<file path="src/rtl/lu_pkg.sv">
// Shared opcode constants and FSM state encoding for the logic-unit arbiter.
package lu_pkg;

  localparam logic [2:0] LU_AND     = 3'd0;
  localparam logic [2:0] LU_OR      = 3'd1;
  localparam logic [2:0] LU_NOT     = 3'd2;
  localparam logic [2:0] LU_NAND    = 3'd3;
  localparam logic [2:0] LU_NOR     = 3'd4;
  localparam logic [2:0] LU_XOR     = 3'd5;
  localparam logic [2:0] LU_XNOR    = 3'd6;
  localparam logic [2:0] LU_ILLEGAL = 3'd7;

  typedef enum logic {
    ST_IDLE = 1'b0,
    ST_RESP = 1'b1
  } state_t;

endpackage

</file>
<file path="src/rtl/logic_unit.sv">
// Combinational W-bit bitwise gate datapath; opcode 7 yields zero and flags an error.
module logic_unit
  import lu_pkg::*;
#(
  parameter int W = 8
) (
  input  logic [2:0]   op,
  input  logic [W-1:0] a,
  input  logic [W-1:0] b,
  output logic [W-1:0] y,
  output logic         err
);

  always_comb begin
    y   = '0;
    err = 1'b0;
    case (op)
      LU_AND:  y = a & b;
      LU_OR:   y = a | b;
      LU_NOT:  y = ~a;
      LU_NAND: y = ~(a & b);
      LU_NOR:  y = ~(a | b);
      LU_XOR:  y = a ^ b;
      LU_XNOR: y = ~(a ^ b);
      default: err = 1'b1;
    endcase
  end

endmodule

</file>
<file path="src/rtl/logic_unit_arbiter.sv">
// Round-robin arbiter sharing one logic_unit among NREQ requesters with a registered response.
// Optional LU_ARB_STATS_EN adds a saturating completed-op counter port op_count.
module logic_unit_arbiter
  import lu_pkg::*;
#(
  parameter int NREQ = 4,
  parameter int W    = 8,
  parameter int IDW  = 2
) (
  input  logic              clk,
  input  logic              rst_n,
  input  logic [NREQ-1:0]   req_valid,
  output logic [NREQ-1:0]   req_ready,
  input  logic [3*NREQ-1:0] req_op,
  input  logic [W*NREQ-1:0] req_a,
  input  logic [W*NREQ-1:0] req_b,
  output logic              rsp_valid,
  input  logic              rsp_ready,
  output logic [W-1:0]      rsp_data,
  output logic [IDW-1:0]    rsp_id,
`ifdef LU_ARB_STATS_EN
  output logic [15:0]       op_count,
`endif
  output logic              rsp_err
);

  state_t         state, state_next;
  logic [IDW-1:0] rr_ptr;
  logic [IDW-1:0] win;
  logic           found;
  logic           grant;
  logic [IDW:0]   pick;
  logic [2:0]     sel_op;
  logic [W-1:0]   sel_a, sel_b, lu_y;
  logic           lu_err;

  // Returns {found, index} of the first valid requester at or after ptr, wrapping.
  function automatic logic [IDW:0] rr_pick(input logic [NREQ-1:0] valid,
                                           input logic [IDW-1:0]  ptr);
    logic           hit;
    logic [IDW-1:0] idx;
    int             j;
    hit = 1'b0;
    idx = '0;
    for (int k = 0; k < NREQ; k++) begin
      j = (int'(ptr) + k) % NREQ;
      if (!hit && valid[j]) begin
        hit = 1'b1;
        idx = IDW'(j);
      end
    end
    return {hit, idx};
  endfunction

  assign pick   = rr_pick(req_valid, rr_ptr);
  assign found  = pick[IDW];
  assign win    = pick[IDW-1:0];
  assign sel_op = req_op[3*int'(win) +: 3];
  assign sel_a  = req_a[W*int'(win) +: W];
  assign sel_b  = req_b[W*int'(win) +: W];

  logic_unit #(.W(W)) u_lu (
    .op  (sel_op),
    .a   (sel_a),
    .b   (sel_b),
    .y   (lu_y),
    .err (lu_err)
  );

  always_comb begin
    state_next = state;
    req_ready  = '0;
    grant      = 1'b0;
    case (state)
      ST_IDLE: begin
        if (found) begin
          req_ready  = NREQ'(1) << win;
          grant      = 1'b1;
          state_next = ST_RESP;
        end
      end
      ST_RESP: begin
        if (rsp_ready) state_next = ST_IDLE;
      end
      default: state_next = ST_IDLE;
    endcase
  end

  assign rsp_valid = (state == ST_RESP);

  // Response fields only load on a grant, so they hold steady under backpressure.
  always_ff @(posedge clk or negedge rst_n) begin
    if (!rst_n) begin
      state    <= ST_IDLE;
      rr_ptr   <= '0;
      rsp_data <= '0;
      rsp_id   <= '0;
      rsp_err  <= 1'b0;
    end else begin
      state <= state_next;
      if (grant) begin
        rsp_data <= lu_y;
        rsp_err  <= lu_err;
        rsp_id   <= win;
        rr_ptr   <= (win == IDW'(NREQ - 1)) ? '0 : win + 1'b1;
      end
    end
  end

`ifdef LU_ARB_STATS_EN
  logic [15:0] op_count_q;

  always_ff @(posedge clk or negedge rst_n) begin
    if (!rst_n) begin
      op_count_q <= '0;
    end else if (rsp_valid && rsp_ready && op_count_q != 16'hFFFF) begin
      op_count_q <= op_count_q + 16'd1;
    end
  end

  assign op_count = op_count_q;
`endif

endmodule

</file>
<file path="config.mk">
export PLATFORM = sky130hd
export DESIGN_NAME = logic_unit_arbiter
export DESIGN_NICKNAME = d
export VERILOG_FILES = /design/src/rtl/lu_pkg.sv /design/src/rtl/logic_unit.sv /design/src/rtl/logic_unit_arbiter.sv
export SDC_FILE = /design/constraint.sdc
export NUM_CORES = 1
export LEC_CHECK = 0
export CAP_MARGIN = 20
export CORE_MARGIN = 2
export CORE_UTILIZATION = 38
export DETAILED_ROUTE_END_ITERATION = 10
export PLACE_DENSITY = 0.78
export SLEW_MARGIN = 20
export SYNTH_ARGS = -nofsm -noshare
export SYNTH_HDL_FRONTEND = slang
export SYNTH_SLANG_ARGS = --single-unit
</file>
<file path="constraint.sdc">
create_clock -name clk -period 3.1 [get_ports clk]
set_input_delay 0.62 -clock clk [delete_from_list [all_inputs] [get_ports clk]]
set_output_delay 0.62 -clock clk [all_outputs]
set_load 0.01 [all_outputs]
</file>
== After elaboration in Yosys (flattened, before gate mapping) ==
Index checks and enable logic that the tools add are counted.
Cells by class
  muxes and demuxes: 28
  magnitude comparators: 4
  $mul: 1
  bitwise gates (word level): 11
  equality and inequality tests: 7
  reduce and logical (&&, ||, !) cells: 11
  $add $sub $neg: 4
  shift operators: 4
Operators with widths (count)
  $shiftx 32x6->8: 2
  $pmux 8 s7: 1
  $not 8->8: 4
  $mux 1: 15
  $lt 3x4->1 const B: 3
  $shiftx 12x5->3: 1
  $mux 2: 5
  $eq 3x3->1 const B: 3
  $and 8x8->8: 1
  $bmux 1 s2: 4
  $mux 4: 2
  $or 8x8->8: 1
  $xor 8x8->8: 1
  $reduce_or 7->1: 1
  $eq 3x2->1 const B: 2
  $reduce_or 2->1: 3
  $add 2x1->2 const B: 2
  $add 2x2->2 const B: 2
  $mul 2x2->4 const A: 1
  $shl 1x2->4 const A: 1
  $and 1x1->1 const A: 3
  $eq 3x1->1 const B: 1
  $logic_and 1x1->1: 3
  $logic_not 1->1: 3
  other kinds (5): 5
Storage, ports and cells
  bits in registers: 14
  output and inout bits: 16
  logic and storage cells: 75

== Longest topological paths before layout ==
  depth after elaboration: 19
  depth in mapped cells: 16
  gate-level depth less buffers: 13

== By module ==
From an unflattened synthesis, not the netlist that was laid out.
Second synthesis, totals
  cell total of the unflattened synthesis: 215
  area, all modules: 2140.8 um^2
By module, submodules not included
  logic_unit_arbiter: times used 1, area each 1356.3 um^2, cells an instance 119, sequential area each 350.3 um^2
  logic_unit: times used 1, area each 784.5 um^2, cells an instance 96, sequential area each 0.0 um^2

== Worst setup path after synthesis ==
No wires, ideal clock.
  path type: input to register
  from: input port req_valid[2]
  to: register rsp_data[1]
  cell stages on the path: 15
  arrival time: 3.002 ns
  slack: -0.031 ns
  cell sequence: and2b_4 -> o21ai_1 -> o221a_1 -> buf_4 -> buf_4 -> buf_2 -> buf_2 -> mux2i_1 -> nand2_1 -> nand2_1 -> ha_1 -> nor3_1 -> a2111oi_2 -> o31ai_1 -> o21ai_1
Between the ends
  longest elaborated chain between the ends: 16
  elaborated cells on any way between the ends: 46
  those cells by class: mul: 1; eq/ne: 6; shift: 3; mux: 22; bitwise: 7; reduce/logical: 7
RTL lines
  from (decl): RTL line logic_unit_arbiter.sv:12  | input logic [NREQ-1:0] req_valid,
  $bmux 1 s2: RTL line logic_unit_arbiter.sv:47  | if (!hit && valid[j]) begin
  $mux 1 (implied by the code): RTL line logic_unit_arbiter.sv:47
  $mux 1: RTL line logic_unit_arbiter.sv:47
  $logic_not 1->1: RTL line logic_unit_arbiter.sv:47
  $logic_and 1x1->1: RTL line logic_unit_arbiter.sv:47
  $mux 1: RTL line logic_unit_arbiter.sv:47
  $logic_not 1->1: RTL line logic_unit_arbiter.sv:47
  $logic_and 1x1->1: RTL line logic_unit_arbiter.sv:47
  $mux 1: RTL line logic_unit_arbiter.sv:47
  $logic_not 1->1: RTL line logic_unit_arbiter.sv:47
  $logic_and 1x1->1: RTL line logic_unit_arbiter.sv:47
  $mux 2 (*): RTL line logic_unit_arbiter.sv:47
  named net win[0]: RTL line logic_unit_arbiter.sv:29  | logic [IDW-1:0] win;
  $mul 2x2->4, or another cell as far along: RTL line logic_unit_arbiter.sv:58  | assign sel_op = req_op[3*int'(win) +: 3];
  $shiftx 12x5->3, or another cell as far along: RTL line logic_unit_arbiter.sv:58
  $eq 3x3->1, or another cell as far along: RTL line logic_unit.sv:17  | case (op)
  $pmux 8 s7 (*): RTL line logic_unit.sv:17
  to (signal assigned): RTL line logic_unit_arbiter.sv:102  | rsp_data <= lu_y;
  to (decl): RTL line logic_unit_arbiter.sv:19  | output logic [W-1:0] rsp_data,
Mark *: on every way through the listed nets, which the timed path passes. The rest lies on a longest branch. The select of a mux whose other input is x is not followed.
A chain may end at the register's enable or synchronous reset.

== Worst setup path after layout ==
  from: input port req_valid[2]
  to: output port req_ready[0]
Between the ends
  longest elaborated chain between the ends: 15
  elaborated cells on any way between the ends: 28
  those cells by class: shift: 1; mux: 21; reduce/logical: 6
RTL lines
  $bmux 1 s2: RTL line logic_unit_arbiter.sv:47
  $mux 1 (implied by the code): RTL line logic_unit_arbiter.sv:47
  $mux 1: RTL line logic_unit_arbiter.sv:47
  $logic_not 1->1: RTL line logic_unit_arbiter.sv:47
  $logic_and 1x1->1: RTL line logic_unit_arbiter.sv:47
  $mux 1: RTL line logic_unit_arbiter.sv:47
  $logic_not 1->1: RTL line logic_unit_arbiter.sv:47
  $logic_and 1x1->1: RTL line logic_unit_arbiter.sv:47
  $mux 1: RTL line logic_unit_arbiter.sv:47
  $logic_not 1->1: RTL line logic_unit_arbiter.sv:47
  $logic_and 1x1->1: RTL line logic_unit_arbiter.sv:47
  $mux 2: RTL line logic_unit_arbiter.sv:47
  $shl 1x2->4: RTL line logic_unit_arbiter.sv:77  | req_ready = NREQ'(1) << win;
  $mux 4 (*): RTL line logic_unit_arbiter.sv:76  | if (found) begin
  $mux 4 (*): RTL line logic_unit_arbiter.sv:74  | case (state)
  to (decl): RTL line logic_unit_arbiter.sv:13  | output logic [NREQ-1:0] req_ready,
Mark *: on every way between the ends. The rest lies on a longest branch, timed or not. The select of a mux whose other input is x is not followed.

==> flow_metrics.py <==
metrics = {
    "cts": {
        "postCtsHoldBufs": 0,
        "clock-sinks": 14,
        "root_buffer": "clkbuf_8",
        "cts_max_path_buffers": 2,
        "tritoncts": "built",
        "cts-htree-levels": 1,
        "clk_latency_ns": 0.24,
        "cts_made_buffers": 3,
        "clk_pin_slew_worst_paths_ns": 0.05,
    },
    "run_status": {
        "outcome": "complete, no violations",
    },
    "timing": {
        "hold_viol_final": 0,
        "rsz0062_at_grt": "yes",
        "fmax_mhz": 328,
        "setup_violations": 0,
        "fin_ws_ns": 0.0517,
        "skew_ns": 0.00155,
        "drv_slew": 0,
        "period_minus_slack_ns": 3.05,
        "fin_setup_tns_ns": 0,
        "whs_ns": 0.490,
        "worst_pin_slew_ns": 0.650,
        "period_share_pct": 98.3,
        "relSlewSlack_pct": 56.5,
    },
    "setup_path": {
        "slowest_stage": "clkdlybuf4s50_1",
        "cpPeakStageDelay_ns": 0.43,
        "crit_chain": "clkdlybuf4s50_1 -> and2b_4 -> o21ai_2 -> o221a_4 -> buf_12 -> inv_2 -> ha_1 -> and2_1 -> dlygate4sd2_1",
        "cp_data_arrival_time_ns": 2.43,
        "r2r-start": "rr_ptr[0]",
        "required_ns": 2.48,
        "cp-end-kind": "output port",
        "criticalPathCategory": "in2out",
        "reg2reg_depth": 11,
        "rr_endpoint": "rsp_data[1]",
        "start_kind": "primary input",
        "cp_max_fo": 5,
        "regToRegSetupSlack_ns": 0.47,
        "worstSetupStartpoint": "req_valid[2]",
    },
    "yosys": {
        "synth_simple_gate_area_share_pct": 19.7,
        "yosys.area_share.adder_pct": 11.7,
        "yosys.area.top_type_share_pct": 16.9,
        "yosysTopAreaCell": "mux2i_1",
        "synth_nets": 376,
        "synthTopCellsByArea": "mux2i_1 (17%), dfrtp_1 (16%), ha_1 (12%)",
        "synth_cells": 273,
        "synthMuxAreaShare_pct": 23.6,
        "async_reset_ff_share_pct": 100,
        "seq_area_frac_synth_pct": 16.4,
        "synth_edf_count": 0,
        "synth_area_um2": 2140,
        "synth_common_cells": "nand2_1 (55), mux2i_1 (36), ha_1 (20)",
        "ys_types": 46,
        "synth_flop_cell": "dfrtp_1",
        "synth-compound-area-share_pct": 20.2,
        "synth.most_common_cell": "nand2_1",
        "synth-seq-cells": 14,
        "synth_top_family_by_area": "multiplexers",
        "yosys_warnings": 0,
        "avgSynthCellArea_um2": 7.82,
        "synth_xor_area_share_pct": 0,
    },
    "route": {
        "dr.pass1.iters": 4,
        "routed-via-count": 2421,
        "drt_iter0_markers": 127,
        "drc": 0,
        "via_per_inst": 5.06,
        "wire_per_inst_um": 13.6,
        "drt_wl_total_um": 6500,
        "ant_nets": 0,
    },
    "power": {
        "fin_total_pwr_mw": 2.55,
        "ir_drop_v": 0.000311,
        "power_density_nw_per_um2": 701,
        "p_leak_nw": 1.70,
    },
    "cells_and_area": {
        "area_delta_synth_final_pct": 70.5,
        "layout.cells.non_filler": 478,
        "nets": 511,
        "n_fill_cell": 480,
        "diodes": 0,
        "layout-drive-gt1-share_pct": 20.0,
    },
    "grt": {
        "track_usage_pct": 20.3,
        "grt_pass1_vias": 2476,
        "grt_max_degree": 21,
        "antenna_found_initial": 0,
        "grt_pass1_wl_um": 10500,
        "overflow": 0,
    },
    "floorplanning": {
        "die_x_um": 79.0,
        "coreArea_um2": 5470,
        "num_rows": 27,
        "ioPinCount": 99,
        "initial_core_util_pct": 39.0,
        "dieArea_um2": 6240,
        "die_h_um": 79.0,
    },
    "placement": {
        "gp_congestion": 0.798,
        "io_buffers": 98,
        "place_hpwl_um": 5290,
        "pre_cts_ws_ns": -0.244,
        "place_inst": 472,
    },
    "hold_path": {
        "hold_depth": 2,
        "holdCritStartpoint": "rsp_id[1]",
        "hold_class": "reg2reg",
        "whs_endpoint": "rsp_id[1]",
    },
    "flow_run": {
        "maxCapViolCount": 0,
    },
}
-- cells in the final DEF (no fill, tap or decap), types with 3 or more instances in the layout --
master / instances
buf_4: 43
o211ai_1: 7
nor2b_1: 4
nor2_1: 13
nor2_2: 3
and2_1: 4
dfrtp_1: 14
o21ai_1: 7
clkbuf_8: 3
a211oi_1: 7
ha_1: 20
nand3_1: 5
o21ai_0: 5
o2111ai_1: 4
a22oi_1: 4
dlygate4sd2_1: 4
mux2_2: 6
a21oi_1: 10
inv_1: 18
mux2i_1: 34
clkdlybuf4s50_1: 93
nand2_1: 54
-- sequential cells by signal, summed over array words and instances, names as in the netlist --
| signal | cells |
|---|---|
| rsp_id | 2 |
| rsp_data | 8 |
| rr_ptr | 2 |
| rsp_err | 1 |
| rsp_valid | 1 |
-- cell type report --
class	instances	area (um^2)	share of cell area (%)
inverters	20	88.8	2.44
well taps	72	90.1	2.47
repair buffers	146	1400	38.5
multi-input cells	223	1670	45.8
flip-flops and latches	14	350	9.62
clock buffers	3	41.3	1.13
-- kinds of logic (layout without fill, tap and decap cells) --
kind of cell | count (synthesis) | after routing
AND/OR/NAND/NOR | 95 | 95
AO/OA/AOI/OAI | 62 | 62
multiplexers | 46 | 46
buffers and inverters | 36 | 169
adder cells (fa/ha/maj) | 20 | 20
flip-flops | 14 | 14
-- what timing repair did --
item / CTS / global route
endpoints found under the setup margin: 5 / 12
cloned: 0 / 2
gates resized for setup: 6 / 18
pin swaps: 0 / 5
setup buffers: 0 / 1
-- worst max-delay path: cells and delay by family --
family | cells | cell delay, ns
AO/OA/AOI/OAI | 2 | 0.42
buffers and inverters | 4 | 0.89
AND/OR/NAND/NOR | 2 | 0.32
adder cells (fa/ha/maj) | 1 | 0.18
-- through the flow --
step	instance area [um^2]	utilization [%]
finish	3640	66.6
global route	3640	66.6
CTS	3520	64.4
detailed placement	3480	63.6
global placement	3480	63.6
floorplan	2140	-
-- per-layer routing --
| layer | up-vias | wire length (um) | track usage [%] |
|---|---|---|---|
| met5 | - | 0 | 0 |
| met4 | 0 | 79 | 6.38 |
| met3 | 8 | 405 | 2.50 |
| met2 | 91 | 3170 | 37.5 |
| met1 | 1087 | 2840 | 24.4 |
| li1 | 1235 | - | - |
-- worst max-delay path by stage --
stage	to	depth (start not counted)
final	req_ready[0]	9
after floorplan	rsp_data[1]	15
after CTS	rsp_data[5]	12
after global placement	rsp_data[1]	12
after global routing	rsp_data[3]	16
after detailed placement	rsp_data[1]	12
-- power breakdown --
part | switching, mW | internal (mW) | total [mW]
clock | 0.0628 | 0.0860 | 0.149
sequential | 0.0551 | 0.256 | 0.311
combinational | 0.998 | 1.10 | 2.09
Note: power is estimated with default switching activity, not from simulation.
